==> config.mk <==
export PLATFORM = sky130hd
export DESIGN_NAME = wb_arbiter_flat
export DESIGN_NICKNAME = d
export VERILOG_FILES = /design/src/rtl/core_pkg.sv /design/src/rtl/wb_arbiter_if.sv /design/src/rtl/wb_fifo.sv /design/src/rtl/wb_arbiter.sv /design/src/flat_wrapper.sv
export SDC_FILE = /design/constraint.sdc
export NUM_CORES = 1
export LEC_CHECK = 0
export ABC_AREA = 1
export CELL_PAD_IN_SITES_DETAIL_PLACEMENT = 0
export CELL_PAD_IN_SITES_GLOBAL_PLACEMENT = 1
export CORE_ASPECT_RATIO = 1.25
export CORE_MARGIN = 4
export CORE_UTILIZATION = 30
export CTS_CLUSTER_DIAMETER = 50
export DETAILED_ROUTE_END_ITERATION = 10
export DONT_BUFFER_PORTS = 1
export PLACE_DENSITY_LB_ADDON = 0.1
export SLEW_MARGIN = 10
export SYNTH_ARGS = -nofsm -noshare
export SYNTH_HDL_FRONTEND = slang
export SYNTH_SLANG_ARGS = --single-unit
==> constraint.sdc <==
create_clock -name clk_i -period 3.3 [get_ports clk_i]
set_input_delay 0.33 -clock clk_i [delete_from_list [all_inputs] [get_ports clk_i]]
set_output_delay 0.33 -clock clk_i [all_outputs]
set_load 0.01 [all_outputs]
==> src/rtl/core_pkg.sv <==
// Shared core types: result/index widths, functional-unit source encoding
// and the writeback packet carried through the arbiter queues.
package core_pkg;

    localparam int DATA_W    = 32;
    localparam int ROB_IDX_W = 5;

    typedef enum logic [1:0] {
        SRC_ALU = 2'd0,
        SRC_LSU = 2'd1,
        SRC_MUL = 2'd2
    } fu_src_e;

    typedef struct packed {
        logic [DATA_W-1:0]    value;
        logic [ROB_IDX_W-1:0] rob_idx;
    } wb_pkt_t;

    // Round-robin successor: ALU -> LSU -> MUL -> ALU.
    function automatic fu_src_e next_src(fu_src_e s);
        case (s)
            SRC_ALU: return SRC_LSU;
            SRC_LSU: return SRC_MUL;
            default: return SRC_ALU;
        endcase
    endfunction

endpackage

==> src/rtl/wb_arbiter_if.sv <==
// Writeback arbiter bus: three functional-unit result sources plus the
// broadcast port. Handshake: a transfer happens on any edge where valid and
// ready are both high; a valid producer holds its payload until it transfers.
interface wb_arbiter_if;
    import core_pkg::*;

    logic                 alu_valid_i;
    logic [DATA_W-1:0]    alu_value_i;
    logic [ROB_IDX_W-1:0] alu_rob_idx_i;
    logic                 alu_ready_o;

    logic                 lsu_valid_i;
    logic [DATA_W-1:0]    lsu_value_i;
    logic [ROB_IDX_W-1:0] lsu_rob_idx_i;
    logic                 lsu_ready_o;

    logic                 mul_valid_i;
    logic [DATA_W-1:0]    mul_value_i;
    logic [ROB_IDX_W-1:0] mul_rob_idx_i;
    logic                 mul_ready_o;

    logic                 wb_valid_o;
    logic [DATA_W-1:0]    wb_value_o;
    logic [ROB_IDX_W-1:0] wb_rob_idx_o;
    logic [1:0]           wb_src_o;
    logic                 wb_ready_i;
    logic [2:0]           pending_o;

    modport master (
        output alu_valid_i, alu_value_i, alu_rob_idx_i,
        output lsu_valid_i, lsu_value_i, lsu_rob_idx_i,
        output mul_valid_i, mul_value_i, mul_rob_idx_i,
        output wb_ready_i,
        input  alu_ready_o, lsu_ready_o, mul_ready_o,
        input  wb_valid_o, wb_value_o, wb_rob_idx_o, wb_src_o, pending_o
    );

    modport slave (
        input  alu_valid_i, alu_value_i, alu_rob_idx_i,
        input  lsu_valid_i, lsu_value_i, lsu_rob_idx_i,
        input  mul_valid_i, mul_value_i, mul_rob_idx_i,
        input  wb_ready_i,
        output alu_ready_o, lsu_ready_o, mul_ready_o,
        output wb_valid_o, wb_value_o, wb_rob_idx_o, wb_src_o, pending_o
    );

endinterface

==> src/rtl/wb_fifo.sv <==
// Per-source result queue: circular buffer with free-running pointers that
// wrap naturally because DEPTH is a power of two.
module wb_fifo
    import core_pkg::*;
#(
    parameter int DEPTH = 2
) (
    input  logic                   clk,
    input  logic                   rst,
    input  logic                   flush,
    input  logic                   push,
    input  wb_pkt_t                pkt,
    input  logic                   pop,
    output wb_pkt_t                head,
    output logic [$clog2(DEPTH):0] count,
    output logic                   full,
    output logic                   empty
);

    localparam int PTR_W = $clog2(DEPTH);
    localparam int CNT_W = PTR_W + 1;
    localparam logic [CNT_W-1:0] FULL_CNT = CNT_W'(DEPTH);

    wb_pkt_t          mem [DEPTH];
    logic [PTR_W-1:0] rd_ptr;
    logic [PTR_W-1:0] wr_ptr;

    // Storage needs no reset: the pointers alone define what is valid.
    always_ff @(posedge clk) begin
        if (push) begin
            mem[wr_ptr] <= pkt;
        end
    end

    always_ff @(posedge clk) begin
        if (rst || flush) begin
            rd_ptr <= '0;
            wr_ptr <= '0;
            count  <= '0;
        end else begin
            if (push) begin
                wr_ptr <= wr_ptr + 1'b1;
            end
            if (pop) begin
                rd_ptr <= rd_ptr + 1'b1;
            end
            case ({push, pop})
                2'b10:   count <= count + 1'b1;
                2'b01:   count <= count - 1'b1;
                default: count <= count;
            endcase
        end
    end

    assign head  = mem[rd_ptr];
    assign full  = (count == FULL_CNT);
    assign empty = (count == '0);

endmodule

==> src/rtl/wb_arbiter.sv <==
// Writeback arbiter: three per-unit result queues drained round-robin into a
// single registered broadcast bus feeding the ROB update port.
module wb_arbiter
    import core_pkg::*;
#(
    parameter int DEPTH = 2
) (
    input logic         clk_i,
    input logic         reset_i,
    input logic         flush_i,
    wb_arbiter_if.slave bus
);

    wb_pkt_t              in_pkt [3];
    wb_pkt_t              head   [3];
    logic [$clog2(DEPTH):0] cnt  [3];
    logic [2:0]           valid_in;
    logic [2:0]           ready;
    logic [2:0]           push;
    logic [2:0]           pop;
    logic [2:0]           full;
    logic [2:0]           empty;

    logic                 wb_valid;
    logic [DATA_W-1:0]    wb_value;
    logic [ROB_IDX_W-1:0] wb_rob_idx;
    fu_src_e              wb_src;
    fu_src_e              last_grant;

    logic                 out_free;
    logic                 grant_found;
    fu_src_e              grant_src;
    fu_src_e              cand;

    assign in_pkt[0] = '{value: bus.alu_value_i, rob_idx: bus.alu_rob_idx_i};
    assign in_pkt[1] = '{value: bus.lsu_value_i, rob_idx: bus.lsu_rob_idx_i};
    assign in_pkt[2] = '{value: bus.mul_value_i, rob_idx: bus.mul_rob_idx_i};
    assign valid_in  = {bus.mul_valid_i, bus.lsu_valid_i, bus.alu_valid_i};

    // Ready comes from registered occupancy only, so a full queue stays
    // not-ready even on the edge it pops.
    assign ready = ~full & {3{~flush_i}};
    assign push  = valid_in & ready;

    for (genvar g = 0; g < 3; g++) begin : g_queue
        wb_fifo #(.DEPTH(DEPTH)) u_fifo (
            .clk   (clk_i),
            .rst   (reset_i),
            .flush (flush_i),
            .push  (push[g]),
            .pkt   (in_pkt[g]),
            .pop   (pop[g]),
            .head  (head[g]),
            .count (cnt[g]),
            .full  (full[g]),
            .empty (empty[g])
        );
    end

    assign out_free = !wb_valid || bus.wb_ready_i;

    always_comb begin
        grant_found = 1'b0;
        grant_src   = SRC_ALU;
        cand        = last_grant;
        for (int i = 0; i < 3; i++) begin
            cand = next_src(cand);
            if (!grant_found && !empty[cand]) begin
                grant_found = 1'b1;
                grant_src   = cand;
            end
        end
    end

    always_comb begin
        pop = '0;
        if (out_free && grant_found && !flush_i) begin
            pop[grant_src] = 1'b1;
        end
    end

    always_ff @(posedge clk_i) begin
        if (reset_i) begin
            wb_valid   <= 1'b0;
            wb_value   <= '0;
            wb_rob_idx <= '0;
            wb_src     <= SRC_ALU;
            last_grant <= SRC_MUL;
        end else if (flush_i) begin
            wb_valid <= 1'b0;
        end else if (out_free) begin
            if (grant_found) begin
                wb_valid   <= 1'b1;
                wb_value   <= head[grant_src].value;
                wb_rob_idx <= head[grant_src].rob_idx;
                wb_src     <= grant_src;
                last_grant <= grant_src;
            end else begin
                wb_valid <= 1'b0;
            end
        end
    end

    assign bus.alu_ready_o  = ready[0];
    assign bus.lsu_ready_o  = ready[1];
    assign bus.mul_ready_o  = ready[2];
    assign bus.wb_valid_o   = wb_valid;
    assign bus.wb_value_o   = wb_value;
    assign bus.wb_rob_idx_o = wb_rob_idx;
    assign bus.wb_src_o     = wb_src;
    assign bus.pending_o    = {cnt[2] != '0, cnt[1] != '0, cnt[0] != '0};

endmodule

==> src/flat_wrapper.sv <==
// flat-port wrapper written by rule: the top's interface ports become plain ports
module wb_arbiter_flat import core_pkg::*;
#(
    parameter int DEPTH = 2
)
  (clk_i, reset_i, flush_i, bus_alu_valid_i, bus_alu_value_i, bus_alu_rob_idx_i, bus_lsu_valid_i, bus_lsu_value_i, bus_lsu_rob_idx_i, bus_mul_valid_i, bus_mul_value_i, bus_mul_rob_idx_i, bus_wb_ready_i, bus_alu_ready_o, bus_lsu_ready_o, bus_mul_ready_o, bus_wb_valid_o, bus_wb_value_o, bus_wb_rob_idx_o, bus_wb_src_o, bus_pending_o);
  wb_arbiter_if bus_i ();
  input logic clk_i;
  input logic reset_i;
  input logic flush_i;
  input wire logic [$bits(bus_i.alu_valid_i)-1:0] bus_alu_valid_i;
  input wire logic [$bits(bus_i.alu_value_i)-1:0] bus_alu_value_i;
  input wire logic [$bits(bus_i.alu_rob_idx_i)-1:0] bus_alu_rob_idx_i;
  input wire logic [$bits(bus_i.lsu_valid_i)-1:0] bus_lsu_valid_i;
  input wire logic [$bits(bus_i.lsu_value_i)-1:0] bus_lsu_value_i;
  input wire logic [$bits(bus_i.lsu_rob_idx_i)-1:0] bus_lsu_rob_idx_i;
  input wire logic [$bits(bus_i.mul_valid_i)-1:0] bus_mul_valid_i;
  input wire logic [$bits(bus_i.mul_value_i)-1:0] bus_mul_value_i;
  input wire logic [$bits(bus_i.mul_rob_idx_i)-1:0] bus_mul_rob_idx_i;
  input wire logic [$bits(bus_i.wb_ready_i)-1:0] bus_wb_ready_i;
  output wire logic [$bits(bus_i.alu_ready_o)-1:0] bus_alu_ready_o;
  output wire logic [$bits(bus_i.lsu_ready_o)-1:0] bus_lsu_ready_o;
  output wire logic [$bits(bus_i.mul_ready_o)-1:0] bus_mul_ready_o;
  output wire logic [$bits(bus_i.wb_valid_o)-1:0] bus_wb_valid_o;
  output wire logic [$bits(bus_i.wb_value_o)-1:0] bus_wb_value_o;
  output wire logic [$bits(bus_i.wb_rob_idx_o)-1:0] bus_wb_rob_idx_o;
  output wire logic [$bits(bus_i.wb_src_o)-1:0] bus_wb_src_o;
  output wire logic [$bits(bus_i.pending_o)-1:0] bus_pending_o;
  assign bus_i.alu_valid_i = bus_alu_valid_i;
  assign bus_i.alu_value_i = bus_alu_value_i;
  assign bus_i.alu_rob_idx_i = bus_alu_rob_idx_i;
  assign bus_i.lsu_valid_i = bus_lsu_valid_i;
  assign bus_i.lsu_value_i = bus_lsu_value_i;
  assign bus_i.lsu_rob_idx_i = bus_lsu_rob_idx_i;
  assign bus_i.mul_valid_i = bus_mul_valid_i;
  assign bus_i.mul_value_i = bus_mul_value_i;
  assign bus_i.mul_rob_idx_i = bus_mul_rob_idx_i;
  assign bus_i.wb_ready_i = bus_wb_ready_i;
  assign bus_alu_ready_o = bus_i.alu_ready_o;
  assign bus_lsu_ready_o = bus_i.lsu_ready_o;
  assign bus_mul_ready_o = bus_i.mul_ready_o;
  assign bus_wb_valid_o = bus_i.wb_valid_o;
  assign bus_wb_value_o = bus_i.wb_value_o;
  assign bus_wb_rob_idx_o = bus_i.wb_rob_idx_o;
  assign bus_wb_src_o = bus_i.wb_src_o;
  assign bus_pending_o = bus_i.pending_o;
  wb_arbiter #(.DEPTH(DEPTH)) u_core (.clk_i(clk_i), .reset_i(reset_i), .flush_i(flush_i), .bus(bus_i));
endmodule
Word level (Yosys, flattened, before mapping)
Memories as Yosys holds them, arrays and structs flattened. A register that Yosys moved wholly into a read port is not among the register bits.
Cells that the tools add are included.
{"block": "word_totals", "register_bits": 54, "memories": 3, "output_inout_bits": 46, "mem_bits_rw": 222, "inputBits": 118, "elab_cells": 115}
{"name": "u_core.g_queue[0].u_fifo.mem", "depth": 2, "word_bits": 37, "read_ports": 1, "rd_clocked_by_memory_dff": 1, "wr": 1, "line": "wb_fifo.sv:24", "source": "wb_pkt_t mem [DEPTH];"}
{"name": "u_core.g_queue[1].u_fifo.mem", "depth": 2, "word_bits": 37, "read_ports": 1, "rd_clocked_by_memory_dff": 1, "wr": 1, "line": "wb_fifo.sv:24"}
{"name": "u_core.g_queue[2].u_fifo.mem", "depth": 2, "word_bits": 37, "read_ports": 1, "rd_clocked_by_memory_dff": 1, "wr": 1, "line": "wb_fifo.sv:24"}
{"block": "op_classes", "addsub": 12, "n_eq_ne": 12, "n_mux": 37, "magnitude_cmp": 6, "bitwise": 5, "reduce_logical": 26}
{"operator": "37-bit binary-select mux with 2-bit select", "n": 1}
{"operator": "37-bit 2-to-1 mux", "n": 2}
{"operator": "2-bit one-hot mux with 2 select lines", "n": 6}
{"operator": "1-bit 2-to-1 mux", "n": 20}
{"operator": "2-bit by 1-bit == test with 1-bit output, second input constant", "n": 6}
{"operator": "2-bit == test, second input constant", "n": 6}
{"operator": "2-bit zero test", "n": 6}
{"operator": "2-bit by 3-bit < comparator with 1-bit output, second input constant", "n": 4}
{"operator": "2-bit nonzero test", "n": 6}
{"operator": "1-bit adder, second input constant", "n": 6}
{"operator": "2-bit by 1-bit adder with 2-bit output, second input constant", "n": 3}
{"operator": "3-bit bitwise AND", "n": 2}
{"operator": "1-bit binary-select mux with 2-bit select", "n": 3}
{"operator": "2-bit 2-to-1 mux", "n": 3}
{"operator": "2-bit by 1-bit subtractor with 2-bit output, second input constant", "n": 3}
{"operator": "1-bit logical AND", "n": 5}
{"operator": "1-bit zero test", "n": 5}
{"operator": "3-bit greater-or-equal comparator, second input constant", "n": 1}
{"operator": "3-bit 2-to-1 mux", "n": 1}
{"operator": "2-bit NOT with 3-bit output", "n": 1}
{"operator": "3-bit NOT", "n": 1}
{"operator": "3-bit AND reduction", "n": 1}
{"operator": "1-bit demux with 2-bit select", "n": 1}
{"operator": "2-bit by 1-bit greater-or-equal comparator with 1-bit output, second input constant", "n": 1}
{"operator": "other kinds (3)", "n": 4}

Longest topological paths before layout
Gate-level depths: netlist of the first run.
{"block": "depth", "depth_word": 19, "ltp_mapped": 18, "ltp_nobuf": 17}

Hierarchy
Synthesis of the first run repeated with hierarchy kept, for this count alone.
{"block": "hier_totals", "cells_unflattened": 887, "hier_area_um2": 11941.5}
{"module": "wb_fifo", "n_inst": 3, "area_each_um2": 3054.2, "seq_area_each_um2": 2322.2, "cells_each": 150}
{"module": "wb_arbiter", "n_inst": 1, "area_each_um2": 2778.9, "seq_area_each_um2": 820.8, "cells_each": 437}

Least setup slack after synthesis of the first run
OpenSTA, ideal clock, no wires.
{"block": "synth_timing", "kind": "flip-flop to flip-flop", "startpoint": "register u_core.g_queue[0].u_fifo.count[0]", "endpoint": "memory u_core.g_queue[0].u_fifo.mem[0][0] (netlist bit), enable pin", "arrival_ns": 2.444, "stages_incl_launch_ff": 5, "period_less_slack_ns": 2.876, "t_required_ns": 2.869, "path_slack_ns": 0.424, "n_path_buf": 0, "cell_sequence": "dfxtp_1 inv_1 a21oi_1 nand2_1 nor2_1"}
{"block": "synth_via", "elab_chain_cells": 6}
{"element": "start, declared", "line": "wb_fifo.sv:15", "source": "output logic [$clog2(DEPTH):0] count,"}
{"element": "start signal, assigned", "line": "wb_fifo.sv:48", "source": "2'b10: count <= count + 1'b1;"}
{"element": "start signal, assigned", "line": "wb_fifo.sv:49", "source": "2'b01: count <= count - 1'b1;"}
{"element": "start signal, assigned", "line": "wb_fifo.sv:50", "source": "default: count <= count;"}
{"element": "2-bit == test", "line": "wb_fifo.sv:56", "source": "assign full = (count == FULL_CNT);"}
{"element": "3-bit NOT", "line": "wb_arbiter.sv:42", "source": "assign ready = ~full & {3{~flush_i}};"}
{"element": "3-bit bitwise AND", "line": "wb_arbiter.sv:42"}
{"element": "via bus_alu_ready_o", "line": "flat_wrapper.sv:21", "source": "output wire logic [$bits(bus_i.alu_ready_o)-1:0] bus_alu_ready_o;"}
{"element": "3-bit bitwise AND", "line": "wb_arbiter.sv:43", "source": "assign push = valid_in & ready;"}
{"element": "1-bit 2-to-1 mux", "line": "wb_fifo.sv:30", "source": "if (push) begin"}
{"element": "1-bit 2-to-1 mux (not written as such)", "line": "wb_fifo.sv:31", "source": "mem[wr_ptr] <= pkt;"}
{"element": "end, declared", "line": "wb_fifo.sv:24"}
The timed path passes the listed nets, and every way through them passes these cells.

Worst setup path in the final report of the first run
{"block": "layout_timing", "startpoint": "register u_core.last_grant[0]", "endpoint": "register u_core.wb_rob_idx[1] (netlist: u_core.bus.wb_rob_idx_o[1])"}
{"block": "layout_via", "elab_chain_cells": 16, "word_cells_on_any_way": 31, "cone_classes": "3 x eq/ne; 18 x mux; 1 x bitwise; 9 x reduce/logical"}
{"element": "start, declared", "line": "wb_arbiter.sv:28", "source": "fu_src_e last_grant;"}
{"element": "start signal, assigned", "line": "wb_arbiter.sv:97", "source": "last_grant <= grant_src;"}
{"element": "2-bit by 1-bit == test with 1-bit output or 2-bit zero test (tied branches)", "line": "core_pkg.sv:21", "source": "case (s)"}
{"element": "2-bit one-hot mux with 2 select lines *", "line": "core_pkg.sv:21"}
{"element": "parallel branches: the longest is 14 deep, another holds 37-bit binary-select mux with 2-bit select"}
{"element": "end signal, assigned", "line": "wb_arbiter.sv:95", "source": "wb_rob_idx <= head[grant_src].rob_idx;"}
{"element": "end, declared", "line": "wb_arbiter.sv:26", "source": "logic [ROB_IDX_W-1:0] wb_rob_idx;"}
Every way passes the cells marked *. The select of a mux whose other input is x is not followed.
A chain may end at the register's enable or synchronous reset.

==> results.py, run 1 <==
metrics = {
    "outcome": {
        "status": "complete, no violations",
    },
    "flow_run": {
        "cap_violations": 0,
    },
    "global_routing": {
        "grt_pass1_vias": 7099,
        "antenna_found_initial": 1,
        "grt_max_degree": 39,
        "grt_overflow": 0,
        "grt_pass1_wl_microns": 44100,
        "groute.usage.overall_pct": 14.1,
    },
    "clock_network": {
        "clk_path_buf_depth": 3,
        "cts_tree": "yes",
        "insertion_delay_ns": 0.50,
        "clockRootBuffer": "clkbuf_16",
        "htreeDepth": 2,
        "clock_sinks": 278,
        "clkTransAtPathRegs_ns": 0.06,
        "cts_made_buffers": 36,
    },
    "floorplanning": {
        "die_w_microns": 181,
        "start_util_pct": 30.3,
        "core_area_sq_mm": 0.0372,
        "die_y_microns": 225,
        "fp.dieArea_sq_mm": 0.0407,
        "pin_count": 164,
        "core.rowCount": 79,
    },
    "critical_path": {
        "reg2regPathDepth": 13,
        "endpoint_kind": "flop",
        "critPathSlowestCell": "buf_4",
        "critical_path_required_ns": 3.75,
        "critPathArrivalTime_ns": 2.83,
        "cp_top_family": "simple AND/OR/NAND/NOR gates",
        "crit_top_cell": "nand2_1",
        "criticalPathCategory": "flop to flop",
        "worst_r2r_endpoint": "u_core.bus.wb_rob_idx_o[1]$_SDFFE_PP0P_",
        "start_kind": "flop",
        "crit_buf_inv": 3,
        "rr_startpoint": "u_core.last_grant[0]$_SDFFE_PP0P_",
        "critPathMaxFanout": 37,
        "reg2reg_slack_ns": 0.92,
        "critPathMaxStageDelay_ns": 0.43,
        "crit_chain": "inv_1 -> nor2_1 -> nand2_1 -> nand3_1 -> nand4_1 -> nand2_1 -> buf_4 -> nand2_1 -> nand2_1 -> nand2_1 -> nand3_1 -> nand2_1 -> inv_1",
    },
    "detailed_routing": {
        "wl_met3_microns": 1400,
        "vias": 6760,
        "viasPerCell": 4.43,
        "dr.pass1.iters": 4,
        "wl_per_cell_microns": 19.0,
        "top_layer": "met4",
        "wl_met2_microns": 13500,
        "drc_errors": 0,
        "first_iter_violations": 249,
        "antenna_left": 0,
        "wirelength_microns": 29000,
        "wl_met1_microns": 13400,
    },
    "placed_design": {
        "gp_congestion": 0.724,
        "numPortBuffers": 0,
        "placed_cells": 1352,
        "hpwl_microns": 19000,
    },
    "hold_path": {
        "holdPathEnd": "u_core.bus.wb_value_o[20]$_SDFFE_PP0P_",
        "hold_class": "input pin to flop",
        "hold_depth": 2,
        "min_from": "reset_i",
    },
    "sta": {
        "hold_violations": 0,
        "finalMaxSlewViolations": 0,
        "tightestPinTransition_ns": 0.980,
        "relSlewSlack_pct": 34.6,
        "tns_ns": 0,
        "clock.fmax_mhz": 419,
        "period_share_pct": 72.3,
        "finalSetupViolCount": 0,
        "finalClockSkew_ns": 0.0130,
        "rsz0062_at_grt": "no",
        "timing.final.crit_period_ns": 2.38,
    },
    "cells_and_area": {
        "drive_gt1_share_pct": 19.2,
        "area_growth_pct": 25.7,
        "layout_commonest_cell": "edfxtp_1",
        "layout_common_cells": "edfxtp_1 (222), nand2_1 (218), mux2_2 (111), dlygate4sd3_1 (111), nand3_1 (87)",
        "finalNetCount": 1137,
        "final_cells": 1527,
    },
    "synthesis": {
        "yosysUniqueCellTypes": 25,
        "ys_seq_elements": 278,
        "ys_seq_area_share_pct": 69.2,
        "avgSynthCellArea_sq_um": 12.6,
        "syn-num-nets": 1015,
        "yosys_warnings": 0,
        "syn-cell-area_sq_mm": 0.0113,
        "netlist_instances": 894,
    },
    "pwr": {
        "irDropWorstVdd_mv": 0.434,
        "leakage_nw": 5.13,
        "cellPowerDensity_mw_per_mm2": 642,
        "fin_total_pwr_w": 0.00908,
    },
}
## how the worst max path moves through the flow
stage,end,cells after the start,slack [ns],startpoint
finish,u_core.bus.wb_rob_idx_o[1]$_SDFFE_PP0P_,13,0.92,u_core.last_grant[0]$_SDFFE_PP0P_
global route,u_core.bus.wb_rob_idx_o[1]$_SDFFE_PP0P_,15,0.47,u_core.last_grant[0]$_SDFFE_PP0P_
CTS,u_core.bus.wb_rob_idx_o[2]$_SDFFE_PP0P_,13,0.84,u_core.last_grant[0]$_SDFFE_PP0P_
floorplan,u_core.g_queue[0].u_fifo.mem[0][0]$_DFFE_PP_,4,0.42,u_core.g_queue[0].u_fifo.count[0]$_SDFFE_PP0P_
global placement,u_core.bus.wb_rob_idx_o[1]$_SDFFE_PP0P_,13,0.85,u_core.last_grant[0]$_SDFFE_PP0P_
detailed placement,u_core.bus.wb_rob_idx_o[2]$_SDFFE_PP0P_,13,0.87,u_core.last_grant[0]$_SDFFE_PP0P_
## flip-flops by register name, indices dropped and copies added, names as in the netlist, named ones only
| signal | cells |
|---|---|
| u_core.bus.wb_valid_o | 1 |
| u_core.g_queue.u_fifo.wr_ptr | 3 |
| u_core.bus.wb_value_o | 32 |
| u_core.g_queue.u_fifo.mem | 222 |
| u_core.g_queue.u_fifo.count | 6 |
| u_core.g_queue.u_fifo.rd_ptr | 3 |
| u_core.bus.wb_src_o | 1 |
| u_core.bus.wb_rob_idx_o | 5 |
| u_core.last_grant | 2 |
## Yosys cell counts
cell type	count	share of area, %
o211ai_1	2	0.13
nand2_2	1	0.056
edfxtp_1	222	59
nor2_1	23	0.77
nor2_4	1	0.10
nand3_1	87	3.9
nor2_2	2	0.11
o21ai_1	2	0.089
nand2_1	218	7.3
nand3b_1	1	0.067
buf_4	11	0.73
o21ai_0	9	0.40
dfxtp_1	56	10
a21oi_2	1	0.078
a21oi_1	44	2.0
nand4_1	2	0.11
a211oi_1	1	0.067
clkbuf_1	16	0.53
buf_6	1	0.10
inv_2	4	0.13
buf_2	17	0.76
ha_1	3	0.33
inv_1	58	1.9
o21a_1	1	0.067
mux2_2	111	11
## kinds of logic after synthesis
logic type	synth area share [%]
and+or+nand+nor	12.4
AOI/OAI and AO/OA	2.79
DFF	69.2
adders and majority gates	0.334
muxes	11.1
buffers and inverters	4.19
## area by class of cell
| class | count | area, sq um |
|---|---|---|
| fill | 3726 | 23000 |
| sequential | 278 | 7790 |
| multi-input combinational | 509 | 3040 |
| timing repair buffer | 129 | 1270 |
| clock buffer | 42 | 955 |
| tap | 486 | 608 |
| clock inverter | 20 | 248 |
| inverter | 62 | 233 |
| antenna | 1 | 2.50 |
## routing by layer
layer,vias to the layer above,track usage (%)
li1,3362,-
met1,3214,19.2
met2,145,22.9
met3,39,3.04
met4,0,3.80
met5,-,0
## where the power goes
group	internal [W]	leakage, nW	switching (W)
clock network	0.00247	0.573	0.00146
registers	0.00396	2.50	0.000131
logic	0.000388	2.06	0.000677
total	0.00681	5.13	0.00227
## metrics by stage
step                hold slack [ns]  instance area, sq um  util (%)  setup WS [ns]
floorplan                     0.429                 11300         -          0.424
global placement              0.409                 11800      31.8          0.846
detailed placement            0.411                 11800      31.8          0.872
CTS                          0.0705                 14100      38.1          0.837
global route                 0.0833                 14100      38.1          0.474
finish                       0.0984                 14100      38.1          0.916
## repair_timing
| item | CTS | global route |
|---|---|---|
| endpoints found under the hold margin | 251 | 0 |
| buffers inserted | 0 | 0 |
| hold buffers | 112 | 0 |
| resized for setup | 0 | 0 |
Power figures use the tool's default switching activity.
==> run 2, diff against run 1 <==
clock period = 1.9 ns   (was 3.3 ns; I/O delays follow)
==> results.py, run 2 (synthesis gave the netlist of run 1 again) <==
metrics = {
    "outcome": {
        "status": "finished with violations",
        "violations": "negative setup slack",
    },
    "critical_path": {
        "critPathMaxFanout": 10,
        "reg2regPathDepth": 15,
        "critPathSlowestCell": "dfxtp_4",
        "setup.worst_path.start": "u_core.last_grant[0]$_SDFFE_PP0P_",
        "critical_path_required_ns": 2.34,
        "reg2reg_slack_ns": -0.16,
        "critPathMaxStageDelay_ns": 0.37,
        "crit_chain": "inv_4 -> nor2_4 -> nand2_2 -> nand2_2 -> nor2_4 -> buf_4 -> nand4_1 -> nand2_2 -> buf_6 -> buf_6 -> nor2_4 -> buf_4 -> clkbuf_16 -> nand2_1 -> a21oi_1",
        "crit_buf_inv": 6,
        "worst-path-stages": 15,
        "cp-endpoint": "u_core.bus.wb_rob_idx_o[4]$_SDFFE_PP0P_",
        "worst_r2r_endpoint": "u_core.bus.wb_rob_idx_o[4]$_SDFFE_PP0P_",
        "critPathArrivalTime_ns": 2.51,
        "cp_top_family": "simple AND/OR/NAND/NOR gates",
        "start_kind": "flop",
        "endpoint_kind": "flop",
        "rr_startpoint": "u_core.last_grant[0]$_SDFFE_PP0P_",
        "criticalPathCategory": "flop to flop",
    },
    "floorplanning": {
        "pin_count": 164,
        "die_w_microns": 181,
        "start_util_pct": 30.3,
        "core_area_sq_mm": 0.0372,
        "die_y_microns": 225,
        "fp.dieArea_sq_mm": 0.0407,
        "core.rowCount": 79,
    },
    "detailed_routing": {
        "antenna_left": 0,
        "vias": 7069,
        "dr.pass1.iters": 4,
        "wl_per_cell_microns": 19.3,
        "viasPerCell": 4.40,
        "wirelength_microns": 31000,
        "drc_errors": 0,
        "first_iter_violations": 333,
    },
    "sta": {
        "period_share_pct": 109,
        "finalMaxSlewViolations": 0,
        "hold_violations": 0,
        "clock.fmax_mhz": 485,
        "relSlewSlack_pct": 73.9,
        "finalSetupViolCount": 42,
        "timing.final.crit_period_ns": 2.06,
        "finalClockSkew_ns": 0.0129,
        "tightestPinTransition_ns": 0.391,
        "tns_ns": -4.41,
        "rsz0062_at_grt": "yes",
        "setup_slack_ns": -0.163,
    },
    "cells_and_area": {
        "antenna_cells": 0,
        "finalNetCount": 1218,
        "layout_common_cells": "edfxtp_1 (222), nand2_1 (179), dlygate4sd3_1 (114)",
        "post-route-util_pct": 41.7,
        "layout_commonest_cell": "edfxtp_1",
        "final_cells": 1608,
        "area_growth_pct": 37.8,
        "largest_register_ffs": 222,
        "drive_gt1_share_pct": 33.1,
        "max_flop_register": "u_core.g_queue.u_fifo.mem",
    },
    "clock_network": {
        "clock_sinks": 278,
        "clkTransAtPathRegs_ns": 0.06,
        "insertion_delay_ns": 0.52,
        "htreeDepth": 2,
        "cts_made_buffers": 35,
        "clk_path_buf_depth": 3,
        "cts_tree": "yes",
        "clockRootBuffer": "clkbuf_16",
    },
    "placed_design": {
        "hpwl_microns": 20400,
        "gp_congestion": 0.755,
        "placed_cells": 1408,
        "numPortBuffers": 0,
        "place_ws_ns": -0.146,
    },
    "global_routing": {
        "antenna_found_initial": 0,
        "grtUsageMet3_pct": 3.38,
        "grt-busiest-layer": "met2",
        "grt_use_met2_pct": 24.0,
        "grt_util_met1_pct": 19.3,
        "grt_pass1_wl_microns": 44900,
        "grt_overflow": 0,
        "groute.usage.overall_pct": 14.5,
        "grt_pass1_vias": 7357,
        "grt_max_degree": 38,
    },
    "pwr": {
        "leakage_nw": 5.81,
        "cellPowerDensity_mw_per_mm2": 1050,
        "irDropWorstVdd_mv": 0.795,
    },
    "flow_run": {
        "cap_violations": 0,
    },
    "hold_path": {
        "hold_class": "input pin to flop",
    },
}
-- run 2: cell types whose count changed in the layout (fill, tap and decap cells not counted), moves of 7 or more --
cell | before | now
nand2_2 | 1 | 27
dfxtp_1 | 53 | 46
a21oi_1 | 44 | 31
buf_12 | 2 | 21
buf_4 | 16 | 61
nand2_1 | 218 | 179
nand2_4 | 0 | 13
inv_1 | 58 | 49
nand3_1 | 87 | 73
a21oi_2 | 1 | 13
nand3_2 | 0 | 14
-- run 2: report_power, final --
| part | switching [W] | internal, W |
|---|---|---|
| registers | 0.000229 | 0.00687 |
| clock network | 0.00261 | 0.00413 |
| logic | 0.00143 | 0.00109 |
| total | 0.00426 | 0.0121 |
-- run 2: metal layers --
layer  vias to the layer above  share of wire [%]
met3                        37                4.8
met5                         -                  0
met4                         0                1.9
met1                      3372                 45
met2                       136                 48
li1                       3524                  -
-- run 2: what timing repair did --
action | 4_1_cts | 5_1_grt
cloned | 1 | 6
gates resized for setup | 52 | 60
pin swaps | 20 | 37
hold buffers | 115 | 0
buffers inserted | 6 | 10
endpoints found under the setup margin | 41 | 115
endpoints found under the hold margin | 257 | 0
-- run 2: through the flow --
| step | instance area [sq um] | hold WS [ns] | power, W |
|---|---|---|---|
| after floorplan | 11300 | 0.289 | 0.00838 |
| after global placement | 12500 | 0.263 | 0.00916 |
| after detailed placement | 12500 | 0.265 | 0.00914 |
| after CTS | 15000 | 0.0107 | 0.0164 |
| after global routing | 15500 | 0.0387 | 0.0172 |
| final | 15500 | 0.0264 | 0.0164 |
-- run 2: area by class of cell --
cell class	instances	area, sq um
Fill cell	3642	21700
Clock buffer	41	941
Inverter	62	240
Sequential cell	278	7800
Multi-Input combinational cell	509	3370
Clock inverter	21	243
Timing Repair Buffer	211	2290
Tap cell	486	608
-- run 2: worst min-delay path, cell delays in order --
cell and delay [ns]:
inv_1 0.16, nand2_1 0.12, inv_1 0.03
-- run 2: worst min path at each step --
stage,startpoint,end,depth (start not counted)
2_1_floorplan,bus_alu_rob_idx_i[0],u_core.g_queue[0].u_fifo.mem[0][0]$_DFFE_PP_,0
3_3_place_gp,reset_i,u_core.bus.wb_value_o[21]$_SDFFE_PP0P_,1
3_5_place_dp,reset_i,u_core.bus.wb_value_o[21]$_SDFFE_PP0P_,1
4_1_cts,reset_i,u_core.bus.wb_rob_idx_o[0]$_SDFFE_PP0P_,3
5_1_grt,reset_i,u_core.bus.wb_rob_idx_o[0]$_SDFFE_PP0P_,3
6_report,reset_i,u_core.bus.wb_rob_idx_o[0]$_SDFFE_PP0P_,3
==> run 3, diff against run 2 <==
CORE_ASPECT_RATIO = default   (was 1.25)
CORE_UTILIZATION = 35   (was 30)
REMOVE_ABC_BUFFERS = 1   (was default)
==> results.py, run 3 (synthesis gave the netlist of run 1 again) <==
metrics = {
    "outcome": {
        "status": "finished with violations",
        "violations": "negative setup slack",
    },
    "critical_path": {
        "setup.worst_path.start": "u_core.last_grant[1]$_SDFFE_PP1P_",
        "criticalPathCategory": "flop to flop",
        "worst_r2r_endpoint": "u_core.g_queue[1].u_fifo.count[1]$_SDFFE_PP0P_",
        "reg2reg_slack_ns": -0.10,
        "critPathArrivalTime_ns": 2.44,
        "start_kind": "flop",
        "endpoint_kind": "flop",
        "rr_startpoint": "u_core.last_grant[1]$_SDFFE_PP1P_",
        "critical_path_required_ns": 2.34,
        "reg2regPathDepth": 13,
        "critPathMaxFanout": 5,
    },
    "floorplanning": {
        "die_w_microns": 187,
        "core.rowCount": 65,
        "die_y_microns": 187,
        "fp.dieArea_sq_mm": 0.0351,
        "pin_count": 164,
        "start_util_pct": 35.6,
        "core_area_sq_mm": 0.0316,
    },
    "detailed_routing": {
        "wl_per_cell_microns": 19.5,
        "antenna_left": 0,
        "drc_errors": 0,
        "dr.pass1.iters": 5,
        "first_iter_violations": 330,
        "wirelength_microns": 29900,
        "vias": 7233,
        "viasPerCell": 4.71,
    },
    "sta": {
        "finalSetupViolCount": 29,
        "finalMaxSlewViolations": 0,
        "hold_violations": 0,
        "rsz0062_at_grt": "yes",
        "relSlewSlack_pct": 69.9,
        "timing.final.crit_period_ns": 2.00,
        "finalClockSkew_ns": 0.0128,
        "tightestPinTransition_ns": 0.451,
        "period_share_pct": 105,
        "setup_slack_ns": -0.104,
        "clock.fmax_mhz": 499,
    },
    "clock_network": {
        "clkTransAtPathRegs_ns": 0.05,
        "cts_tree": "yes",
        "clk_path_buf_depth": 3,
        "clock_sinks": 278,
        "clockRootBuffer": "clkbuf_16",
        "cts_made_buffers": 39,
        "htreeDepth": 2,
        "insertion_delay_ns": 0.52,
    },
    "cells_and_area": {
        "largest_register_ffs": 222,
        "multi_input_area_sq_mm": 0.00341,
        "fillers": 2830,
        "stdcell_area_sq_mm": 0.0155,
        "finalNetCount": 1225,
        "max_flop_register": "u_core.g_queue.u_fifo.mem",
        "layout_commonest_cell": "edfxtp_1",
        "drive_gt1_share_pct": 35.5,
        "layout_common_cells": "edfxtp_1 (222), nand2_1 (154), dlygate4sd3_1 (113)",
        "seq_area_sq_mm": 0.00781,
        "area_growth_pct": 37.8,
    },
    "placed_design": {
        "gp_congestion": 0.861,
        "hpwl_microns": 20000,
        "placed_area_sq_mm": 0.0124,
        "place_ws_ns": -0.269,
        "numPortBuffers": 0,
    },
    "flow_run": {
        "cap_violations": 0,
    },
    "hold_path": {
        "holdPathEnd": "u_core.bus.wb_valid_o$_SDFFE_PP0P_",
        "min_from": "reset_i",
        "hold_depth": 3,
        "hold_class": "input pin to flop",
    },
    "pwr": {
        "irDropWorstVdd_mv": 0.687,
        "leakage_nw": 5.81,
        "cellPowerDensity_mw_per_mm2": 1080,
    },
    "global_routing": {
        "grt_pass1_vias": 7710,
        "grt_max_degree": 38,
        "grt_overflow": 0,
        "grt_pass1_wl_microns": 45200,
        "antenna_found_initial": 3,
        "groute.usage.overall_pct": 16.6,
    },
}
## run 3: worst max-delay path by stage
| stage | to | slack, ns | cells past startpoint |
|---|---|---|---|
| floorplan | u_core.g_queue[0].u_fifo.count[1]$_SDFFE_PP0P_ | -1.75 | 15 |
| global placement | u_core.g_queue[1].u_fifo.count[1]$_SDFFE_PP0P_ | -0.12 | 14 |
| detailed placement | u_core.g_queue[0].u_fifo.count[1]$_SDFFE_PP0P_ | -0.27 | 16 |
| CTS | u_core.g_queue[1].u_fifo.count[1]$_SDFFE_PP0P_ | -0.12 | 14 |
| global route | u_core.g_queue[1].u_fifo.count[1]$_SDFFE_PP0P_ | -0.23 | 13 |
| finish | u_core.g_queue[1].u_fifo.count[1]$_SDFFE_PP0P_ | -0.10 | 13 |
## run 3: what timing repair did
item	4_1_cts	5_1_grt
setup endpoints to repair	43	46
setup buffers	15	8
hold buffers	114	0
cloned	2	1
resized for setup	83	77
endpoints found under the hold margin	252	0
pin swaps	21	21
## run 3: worst max-delay path: stages (launching register included)
cell      delay (ns)
dfxtp_4         0.37
nor2_4          0.19
nand2_1         0.11
nand3_2         0.09
nand3b_1        0.17
nand2_4         0.11
buf_6           0.14
a21oi_4         0.14
ha_4            0.22
inv_4           0.05
nand2_2         0.04
nor2_2          0.09
o21ai_1         0.06
a21oi_1         0.12
## run 3: layout make-up
class	instances	share of cell area, %
sequential	278	50.4
multi-input combinational	509	22.0
timing repair buffer	214	14.7
clock buffer	44	6.82
tap	402	3.24
inverter	62	1.55
clock inverter	25	1.20
antenna	3	0.0484
## run 3: metal layers
layer / routed length, microns / up-vias / share of wire [%] / track usage [%]
met2: 14000 / 165 / 47 / 26.6
met1: 13600 / 3453 / 45 / 22.3
met4: 659 / 0 / 2.2 / 4.95
met3: 1680 / 53 / 5.6 / 4.14
li1: - / 3562 / - / -
met5: 0 / - / 0 / 0
## run 3: power by group
part | leakage (nW) | internal (W) | switching, W
clock network | 0.597 | 0.00416 | 0.00267
logic | 2.72 | 0.00130 | 0.00154
registers | 2.50 | 0.00688 | 0.000216
## run 3: per-stage QoR
| step | setup TNS [ns] | std cells | power, W | utilization, % | hold slack, ns |
|---|---|---|---|---|---|
| detailed placement | -3.97 | 1330 | 0.00920 | 39.1 | 0.265 |
| global placement | -0.496 | 1330 | 0.00918 | 39.1 | 0.266 |
| global route | -6.22 | 1537 | 0.0176 | 49.0 | 0.0528 |
| CTS | -0.987 | 1530 | 0.0168 | 48.0 | 0.0211 |
| finish | -1.14 | 1537 | 0.0168 | 49.0 | 0.0444 |
| floorplan | -274.15 | 849 | 0.00822 | - | 0.259 |
